### src/rtl/cnn_dat_issue.sv
// cnn_dat_issue: producer side of the convolution loop-control interface.
// Walks height (innermost), then Win/Tin tiles, then Wout/Tout tiles. For
// each beat it presents a feature-buffer read address on a valid/ready
// handshake. Every Wout tile re-reads the same height*Win_div_Tin words.
//
// Ports:
//   clk, rst              clock, synchronous active-high reset
//   start                 begin a pass (accepted only when idle)
//   height, Win_div_Tin,
//   Wout_div_Tout,
//   base_addr             pass configuration, latched on an accepted start
//   dat_rdy               downstream ready
//   dat_vld, dat_addr,
//   dat_first, dat_last   beat stream (first = h 0 of Win tile 0,
//                         last = final beat of the pass)
//   busy, done            pass in progress / one-cycle completion pulse
//   stall_cycles          count of cycles with dat_vld & !dat_rdy
//
// Optional feature macro: CNN_DAT_ISSUE_STALL_CNT_EN enables stall_cycles.
// If the macro is not defined, stall_cycles is tied to zero.
//
// state | meaning
// IDLE  | waiting for start
// RUN   | issuing beats
// FIN   | done pulse cycle
module cnn_dat_issue #(
  parameter int H_W    = 10,
  parameter int WT_W   = 8,
  parameter int ADDR_W = 16
) (
  input  logic              clk,
  input  logic              rst,
  input  logic              start,
  input  logic [H_W-1:0]    height,
  input  logic [WT_W-1:0]   Win_div_Tin,
  input  logic [WT_W-1:0]   Wout_div_Tout,
  input  logic [ADDR_W-1:0] base_addr,
  input  logic              dat_rdy,
  output logic              dat_vld,
  output logic [ADDR_W-1:0] dat_addr,
  output logic              dat_first,
  output logic              dat_last,
  output logic              busy,
  output logic              done,
  output logic [31:0]       stall_cycles
);

  typedef enum logic [1:0] {IDLE, RUN, FIN} state_t;

  state_t state, state_nxt;

  logic [H_W-1:0]    height_q, h_cnt, h_d, h_inc;
  logic [WT_W-1:0]   win_q, wout_q, win_cnt, wout_cnt, win_d, wout_d, win_inc, wout_inc;
  logic [ADDR_W-1:0] base_q, addr_d;
  logic              vld_d, first_d, last_d, busy_d, done_d;
  logic              xfer, accept, zero_cfg, h_wrap, win_wrap, tile_wrap;

  assign xfer      = dat_vld & dat_rdy;
  assign accept    = (state == IDLE) & start;
  assign zero_cfg  = (height == '0) | (Win_div_Tin == '0) | (Wout_div_Tout == '0);
  assign h_wrap    = (h_cnt == height_q - H_W'(1));
  assign win_wrap  = (win_cnt == win_q - WT_W'(1));
  assign tile_wrap = h_wrap & win_wrap;

  // Counter values for the beat following the current one
  assign h_inc    = h_wrap ? '0 : h_cnt + H_W'(1);
  assign win_inc  = h_wrap ? (win_wrap ? '0 : win_cnt + WT_W'(1)) : win_cnt;
  assign wout_inc = tile_wrap ? wout_cnt + WT_W'(1) : wout_cnt;

  always_ff @(posedge clk) begin
    if (rst) state <= IDLE;
    else     state <= state_nxt;
  end

  always_comb begin
    state_nxt = state;
    case (state)
      IDLE:    if (start) state_nxt = zero_cfg ? FIN : RUN;
      RUN:     if (xfer && dat_last) state_nxt = FIN;
      FIN:     state_nxt = IDLE;
      default: state_nxt = IDLE;
    endcase
  end

  always_comb begin
    vld_d   = dat_vld;
    addr_d  = dat_addr;
    first_d = dat_first;
    last_d  = dat_last;
    busy_d  = busy;
    done_d  = 1'b0;
    h_d     = h_cnt;
    win_d   = win_cnt;
    wout_d  = wout_cnt;
    case (state)
      IDLE: begin
        if (start) begin
          busy_d = 1'b1;
          h_d    = '0;
          win_d  = '0;
          wout_d = '0;
          if (zero_cfg) begin
            // Empty pass: no beats, a single FIN cycle with busy and done high
            done_d = 1'b1;
          end else begin
            vld_d   = 1'b1;
            addr_d  = base_addr;
            first_d = 1'b1;
            last_d  = (height == H_W'(1)) && (Win_div_Tin == WT_W'(1)) &&
                      (Wout_div_Tout == WT_W'(1));
          end
        end
      end
      RUN: begin
        if (xfer) begin
          if (dat_last) begin
            vld_d   = 1'b0;
            first_d = 1'b0;
            last_d  = 1'b0;
            busy_d  = 1'b0;
            done_d  = 1'b1;
          end else begin
            h_d     = h_inc;
            win_d   = win_inc;
            wout_d  = wout_inc;
            // New Wout tile restarts the same input window at base
            addr_d  = tile_wrap ? base_q : dat_addr + ADDR_W'(1);
            first_d = tile_wrap;
            last_d  = (h_inc == height_q - H_W'(1)) && (win_inc == win_q - WT_W'(1)) &&
                      (wout_inc == wout_q - WT_W'(1));
          end
        end
      end
      FIN: begin
        vld_d  = 1'b0;
        busy_d = 1'b0;
      end
      default: begin
        vld_d  = 1'b0;
        busy_d = 1'b0;
      end
    endcase
  end

  always_ff @(posedge clk) begin
    if (rst) begin
      dat_vld   <= 1'b0;
      dat_addr  <= '0;
      dat_first <= 1'b0;
      dat_last  <= 1'b0;
      busy      <= 1'b0;
      done      <= 1'b0;
      h_cnt     <= '0;
      win_cnt   <= '0;
      wout_cnt  <= '0;
      height_q  <= '0;
      win_q     <= '0;
      wout_q    <= '0;
      base_q    <= '0;
    end else begin
      dat_vld   <= vld_d;
      dat_addr  <= addr_d;
      dat_first <= first_d;
      dat_last  <= last_d;
      busy      <= busy_d;
      done      <= done_d;
      h_cnt     <= h_d;
      win_cnt   <= win_d;
      wout_cnt  <= wout_d;
      if (accept) begin
        height_q <= height;
        win_q    <= Win_div_Tin;
        wout_q   <= Wout_div_Tout;
        base_q   <= base_addr;
      end
    end
  end

`ifdef CNN_DAT_ISSUE_STALL_CNT_EN
  always_ff @(posedge clk) begin
    if (rst || accept)
      stall_cycles <= '0;
    else if (dat_vld && !dat_rdy && (stall_cycles != 32'hFFFF_FFFF))
      stall_cycles <= stall_cycles + 32'd1;
  end
`else
  assign stall_cycles = '0;
`endif

endmodule

### config.mk
export PLATFORM = sky130hd
export DESIGN_NAME = cnn_dat_issue
export DESIGN_NICKNAME = d
export VERILOG_FILES = /design/src/rtl/cnn_dat_issue.sv
export SDC_FILE = /design/constraint.sdc
export NUM_CORES = 1
export LEC_CHECK = 0
export BUFFER_PORTS_ARGS = -buffer_cell sky130_fd_sc_hd__buf_2
export CAP_MARGIN = 20
export CORE_UTILIZATION = 45
export DETAILED_ROUTE_END_ITERATION = 16
export PLACE_DENSITY = 0.77
export RECOVER_POWER = 25
export SYNTH_ARGS = -nofsm -noshare
export SYNTH_HDL_FRONTEND = slang
export SYNTH_SLANG_ARGS = --single-unit
### constraint.sdc
create_clock -name clk -period 5.6 [get_ports clk]
set_input_delay 0.84 -clock clk [delete_from_list [all_inputs] [get_ports clk]]
set_output_delay 0.84 -clock clk [all_outputs]
set_load 0.005 [all_outputs]
# After elaboration in Yosys (flattened, before gate mapping)
# Index checks and enable logic that the tools add are counted.
[totals]
wordCells = 102
input_bits = 46
regBits = 91
output_inout_bits = 53
[classes]
reduce_logical = 16
addsub = 7
muxes = 45
bitwise = 5
n_eq_ne = 15
[ops]
columns = ["cell", "n"]
rows = [
  ["2-to-1 mux 16 bit", 5],
  ["2-to-1 mux 8 bit", 8],
  ["2-to-1 mux 10 bit", 4],
  ["one-hot mux 16 bit (2 select lines)", 1],
  ["one-hot mux 8 bit (2 select lines)", 2],
  ["equality test 8 bit", 3],
  ["equality test 10 bit", 2],
  ["one-hot mux 10 bit (2 select lines)", 1],
  ["adder 16 x 1 -> 16 bit (second input constant)", 1],
  ["adder 8 x 1 -> 8 bit (second input constant)", 2],
  ["equality test 8 x 1 -> 1 bit (second input constant)", 2],
  ["logical NOT 8 bit", 2],
  ["subtractor 8 x 1 -> 8 bit (second input constant)", 2],
  ["2-to-1 mux 1 bit", 15],
  ["!= test 2 bit (second input constant)", 6],
  ["AND reduction 4 bit", 3],
  ["adder 10 x 1 -> 10 bit (second input constant)", 1],
  ["equality test 10 x 1 -> 1 bit (second input constant)", 1],
  ["logical NOT 10 bit", 1],
  ["one-hot mux 1 bit (2 select lines)", 5],
  ["subtractor 10 x 1 -> 10 bit (second input constant)", 1],
  ["2-to-1 mux 2 bit", 3],
  ["logical AND 1 bit", 5],
  ["AND reduction 5 bit", 1],
  ["other kinds (8)", 11],
]

# Logic depth before layout (Yosys ltp)
[logic_depth]
depth_word = 10
mapped_depth = 15
depth_no_buf = 12

# Least setup slack after synthesis
# OpenSTA, ideal clock, no wires.
[synth_timing]
path_type = "reg-to-reg"
startpoint = "register height_q[2]"
endpoint = "register dat_last"
path_stages_with_launch = 14
period_less_slack_ns = 3.506
path_buffers = 3
t_required_ns = 5.516
arrival_ns = 3.422
setup_time_ns = 0.084
path_slack_ns = 2.094
path_cell_list = "dfxtp_1 buf_2 or4_1 buf_2 nor4_1 mux2i_1 o2111ai_1 or4_1 buf_2 nor3_2 nand4_1 xnor2_1 o221ai_1 o31ai_2"
[synth_via]
elab_chain_cells = 9
elab_cells_between_ends = 14
cone_classes = "1 x add/sub; 4 x eq/ne; 6 x mux; 1 x bitwise; 2 x reduce/logical"
[synth_lines]
columns = ["item", "line", "source"]
rows = [
  ["from (decl)", "52", "logic [H_W-1:0] height_q, h_cnt, h_d, h_inc;"],
  ["from (signal assigned)", "171", "height_q <= height;"],
  ["subtractor 10 x 1 -> 10 bit (*)", "61, 129", ""],
  ["equality test 10 bit", "61", "assign h_wrap = (h_cnt == height_q - H_W'(1));"],
  ["AND 1 bit (tied with other cells)", "63", "assign tile_wrap = h_wrap & win_wrap;"],
  ["2-to-1 mux 8 bit (tied with other cells)", "68", "assign wout_inc = tile_wrap ? wout_cnt + WT_W'(1) : wout_cnt;"],
  ["equality test 8 bit / logical AND 1 bit (equally long branches)", "130, 129", ""],
  ["logical AND 1 bit (*)", "129", "last_d = (h_inc == height_q - H_W'(1)) && (win_inc == win_q - WT_W'(1)) &&"],
  ["2-to-1 mux 1 bit (*)", "116", "if (dat_last) begin"],
  ["2-to-1 mux 1 bit (*)", "115", "if (xfer) begin"],
  ["one-hot mux 1 bit (2 select lines) (*)", "95", "case (state)"],
  ["to (signal assigned)", "164", "dat_last <= last_d;"],
  ["to (decl)", "42", "output logic dat_last,"],
]
# Every way passes the cells marked *; elsewhere a longest branch is shown, timed or not. The select of a mux whose other input is x is not followed.
# A chain may end at the register's enable or synchronous reset.

# Final worst setup path
[layout_timing]
startpoint = "register height_q[0]"
endpoint = "register dat_last"
# The elaborated chain is that of the path after synthesis.

==> results.py <==
metrics = {
    "hold_path": {
        "worst_hold_path_type": "flop to flop",
        "whs_path_depth": 2,
        "min-delay-start": "base_q[5]",
        "whs_endpoint": "base_q[5]",
    },
    "routing": {
        "drt_iter0_drc": 459,
        "drc_errors": 0,
        "wl_per_cell_um": 15.2,
        "vias_per_cell": 5.71,
        "dr_total_vias": 5927,
        "wirelength_mm": 15.7,
        "dr.pass1.iters": 5,
        "ant_nets": 0,
    },
    "critical_path": {
        "worstPathArrival_ns": 4.61,
        "reg2regPathDepth": 10,
        "crit_top_cell": "mux2i_1",
        "cp_slowest_cell": "or4_1",
        "critPathBufInv": 0,
        "r2r-start": "height_q[0]",
        "crit_type": "flop to flop",
        "r2r_end": "dat_last",
        "end_kind": "flop",
        "ff2ff_setup_slack_ns": 1.26,
        "crit_required_ns": 5.87,
        "worst_setup_path_start_kind": "flop",
        "crit_family": "simple AND/OR/NAND/NOR gates",
        "cpPeakStageDelay_ns": 0.70,
        "path_max_fanout": 38,
        "path_cells": "or4_1 -> nor4_1 -> mux2i_1 -> o2111ai_1 -> nor4_2 -> nand2_2 -> or2_0 -> mux2i_1 -> nand4_1 -> o31ai_2",
    },
    "power_and_ir_drop": {
        "peakVddDrop_uv": 185,
        "power.density_nw_per_um2": 269,
        "p_leak_nw": 2.46,
    },
    "floorplanning": {
        "row_count": 41,
        "io_pins": 99,
        "start_util_pct": 47.0,
        "die_w_um": 118,
        "core_um2": 12900,
        "dieArea_um2": 13900,
        "dieHeight_um": 118,
    },
    "cts": {
        "clkTransAtPathRegs_ns": 0.07,
        "clock_latency_ns": 0.35,
        "cts_tree": "built",
        "cts_setup_buffers": 0,
        "numClockSinks": 91,
        "ctsResizeCount": 0,
        "htree_levels": 3,
        "cts_made_buffers": 9,
        "cts_buffer_depth": 2,
        "ctsHoldBuffers": 0,
        "cts_root_buffer": "clkbuf_16",
    },
    "sta": {
        "skew_ns": 0.0104,
        "fin_setup_tns_ns": 0,
        "fmax_mhz": 231,
        "post-route-min-period_ns": 4.34,
        "rsz0062_at_grt": "no",
        "slew_headroom_pct": 16.2,
        "setup_viol": 0,
        "drv_slew": 0,
        "final.period_utilization_pct": 77.4,
        "worst_pin_slew_ns": 1.26,
        "finalHoldViolations": 0,
        "setup_slack_ns": 1.26,
    },
    "placed_design": {
        "place_ws_ns": 1.33,
        "place_area_um2": 6290,
        "dp_cells": 1021,
        "gp_congestion": 0.961,
        "port_buffers": 66,
        "dpl.hpwl_mm": 10.9,
    },
    "finish": {
        "diodes": 0,
        "post-route-util_pct": 51.3,
        "stdcell_count": 1038,
        "n_fill_cell": 1302,
        "syn2layout_area_growth_pct": 9.21,
        "nNetsFinal": 914,
        "finalInstanceArea_um2": 6600,
        "drive_gt1_share_pct": 10.3,
    },
    "status": {
        "status": "finished clean",
    },
    "global_route": {
        "antenna_found_initial": 0,
        "grt_pass1_wl_mm": 25.6,
        "grt_max_degree": 92,
        "grt_pass1_vias": 5274,
        "grtUsageTotal_pct": 22.3,
        "grt_overflow_total": 0,
    },
    "logic_synthesis": {
        "netlist_instances": 833,
        "ys_async_sr_fraction_pct": 0,
        "syn_avg_cell_area_um2": 7.26,
        "synth-edff-count": 0,
        "synth_seq_cells": 91,
        "syn_area_um2": 6050,
        "synthFlopType": "dfxtp_1",
        "yosys_warnings": 0,
        "ys_seq_area_share_pct": 30.1,
        "synth.distinct_cells": 68,
    },
    "flow_run": {
        "cap_violations": 0,
    },
}
==> where the power goes <==
group	switching (mW)	total [mW]	leakage (nW)	internal, mW
logic	0.228	0.376	1.56	0.148
registers	0.0473	0.732	0.744	0.685
clock network	0.265	0.669	0.157	0.404
==> synthesized netlist by cell type (all sizes together), types with 4 or more instances <==
cell type | number | area share (%)
o31ai | 4 | 0.58
and2 | 6 | 0.62
o21ai | 32 | 2.6
o22ai | 6 | 0.62
xnor2 | 37 | 5.4
a22oi | 6 | 0.74
clkbuf | 45 | 2.8
nand3 | 35 | 2.9
nor3b | 4 | 0.58
mux2i | 5 | 0.83
a21oi | 84 | 7.0
nand4 | 10 | 1.0
nor4 | 15 | 1.8
nor3 | 20 | 1.7
and3 | 7 | 0.72
o2111ai | 4 | 0.58
xor2 | 29 | 4.2
nand2b | 9 | 0.93
nand2 | 141 | 8.8
a211oi | 12 | 1.5
or4 | 13 | 1.7
or3 | 5 | 0.52
ha | 7 | 1.4
inv | 15 | 0.93
nor2 | 78 | 4.9
buf | 43 | 5.2
dfxtp | 91 | 30
a311oi | 11 | 1.6
nor2b | 5 | 0.52
o211ai | 13 | 1.6
nand3b | 6 | 0.74
==> layer usage <==
metal	track usage [%]	wire [µm]
met5	0	0
met4	9.62	403
met3	3.78	1040
met2	36.6	7310
met1	28.7	6980
==> worst register-to-register path, delay by kind of cell (launching register included) <==
kind	cells	cell delay, ns
simple gates	6	2.99
mux	2	0.41
compound gates	2	0.44
flops	1	0.42
==> worst max-delay path by stage <==
stage                start       end  cells after the start
5_1_grt        height_q[0]  dat_last                     10
6_report       height_q[0]  dat_last                     10
3_3_place_gp   height_q[0]  dat_last                     10
3_5_place_dp   height_q[0]  dat_last                     10
2_1_floorplan  height_q[2]  dat_last                     13
4_1_cts        height_q[0]  dat_last                     10
==> state kept, by name, indices dropped and copies added, names as in the netlist, 2 cells and up <==
name	cells
win_cnt	8
win_q	8
wout_cnt	8
wout_q	8
dat_addr	16
base_q	16
height_q	10
h_cnt	10
state	2
==> cells in the final DEF (no fill, tap or decap), types with 4 or more instances in the layout <==
master	netlist	routed
nand2_1	140	140
dfxtp_1	91	91
a21oi_1	84	84
nor2_1	77	77
buf_2	6	54
xnor2_1	37	37
nand3_1	35	35
o21ai_0	32	32
conb_1	1	32
xor2_1	29	29
nor3_1	19	19
inv_1	15	15
clkbuf_1	45	14
o211ai_1	13	13
or4_1	12	12
nor4_1	13	12
a211oi_1	12	12
a311oi_1	11	11
nand4_1	10	10
nand2b_1	9	9
clkbuf_16	0	9
and3_1	7	7
ha_1	7	7
buf_4	32	7
o22ai_1	6	6
nand3b_1	6	6
a22oi_1	6	6
nor2b_1	5	5
mux2i_1	5	5
or3_1	5	5
and2_1	6	5
o2111ai_1	4	4
==> logic make-up after synthesis <==
family / Yosys count / share of synthesized area [%]
AOI/OAI and AO/OA: 198 / 20.5
xor gates and xnor gates: 66 / 9.56
adders and majority gates: 7 / 1.45
buffers and inverters: 103 / 8.88
DFF: 91 / 30.1
muxes: 5 / 0.828
other: 1 / 0.0620
and+or+nand+nor: 362 / 28.6
==> per-stage QoR <==
step           hold slack, ns  total power, mW
2_1_floorplan           0.433             1.03
3_3_place_gp            0.443             1.11
3_5_place_dp            0.448             1.11
4_1_cts                 0.457             1.78
5_1_grt                 0.481             1.85
6_report                0.453             1.78
==> final cells by class <==
type / instances / area, µm² / share of cell area [%]
clock buffer: 12 / 246 / 3.73
clock inverter: 4 / 73.8 / 1.12
inverter: 15 / 56.3 / 0.853
multi-input combinational: 670 / 3810 / 57.7
sequential: 91 / 1820 / 27.6
tap: 172 / 215 / 3.26
timing repair buffer: 74 / 379 / 5.74
Note: power is estimated with default switching activity, not from simulation.
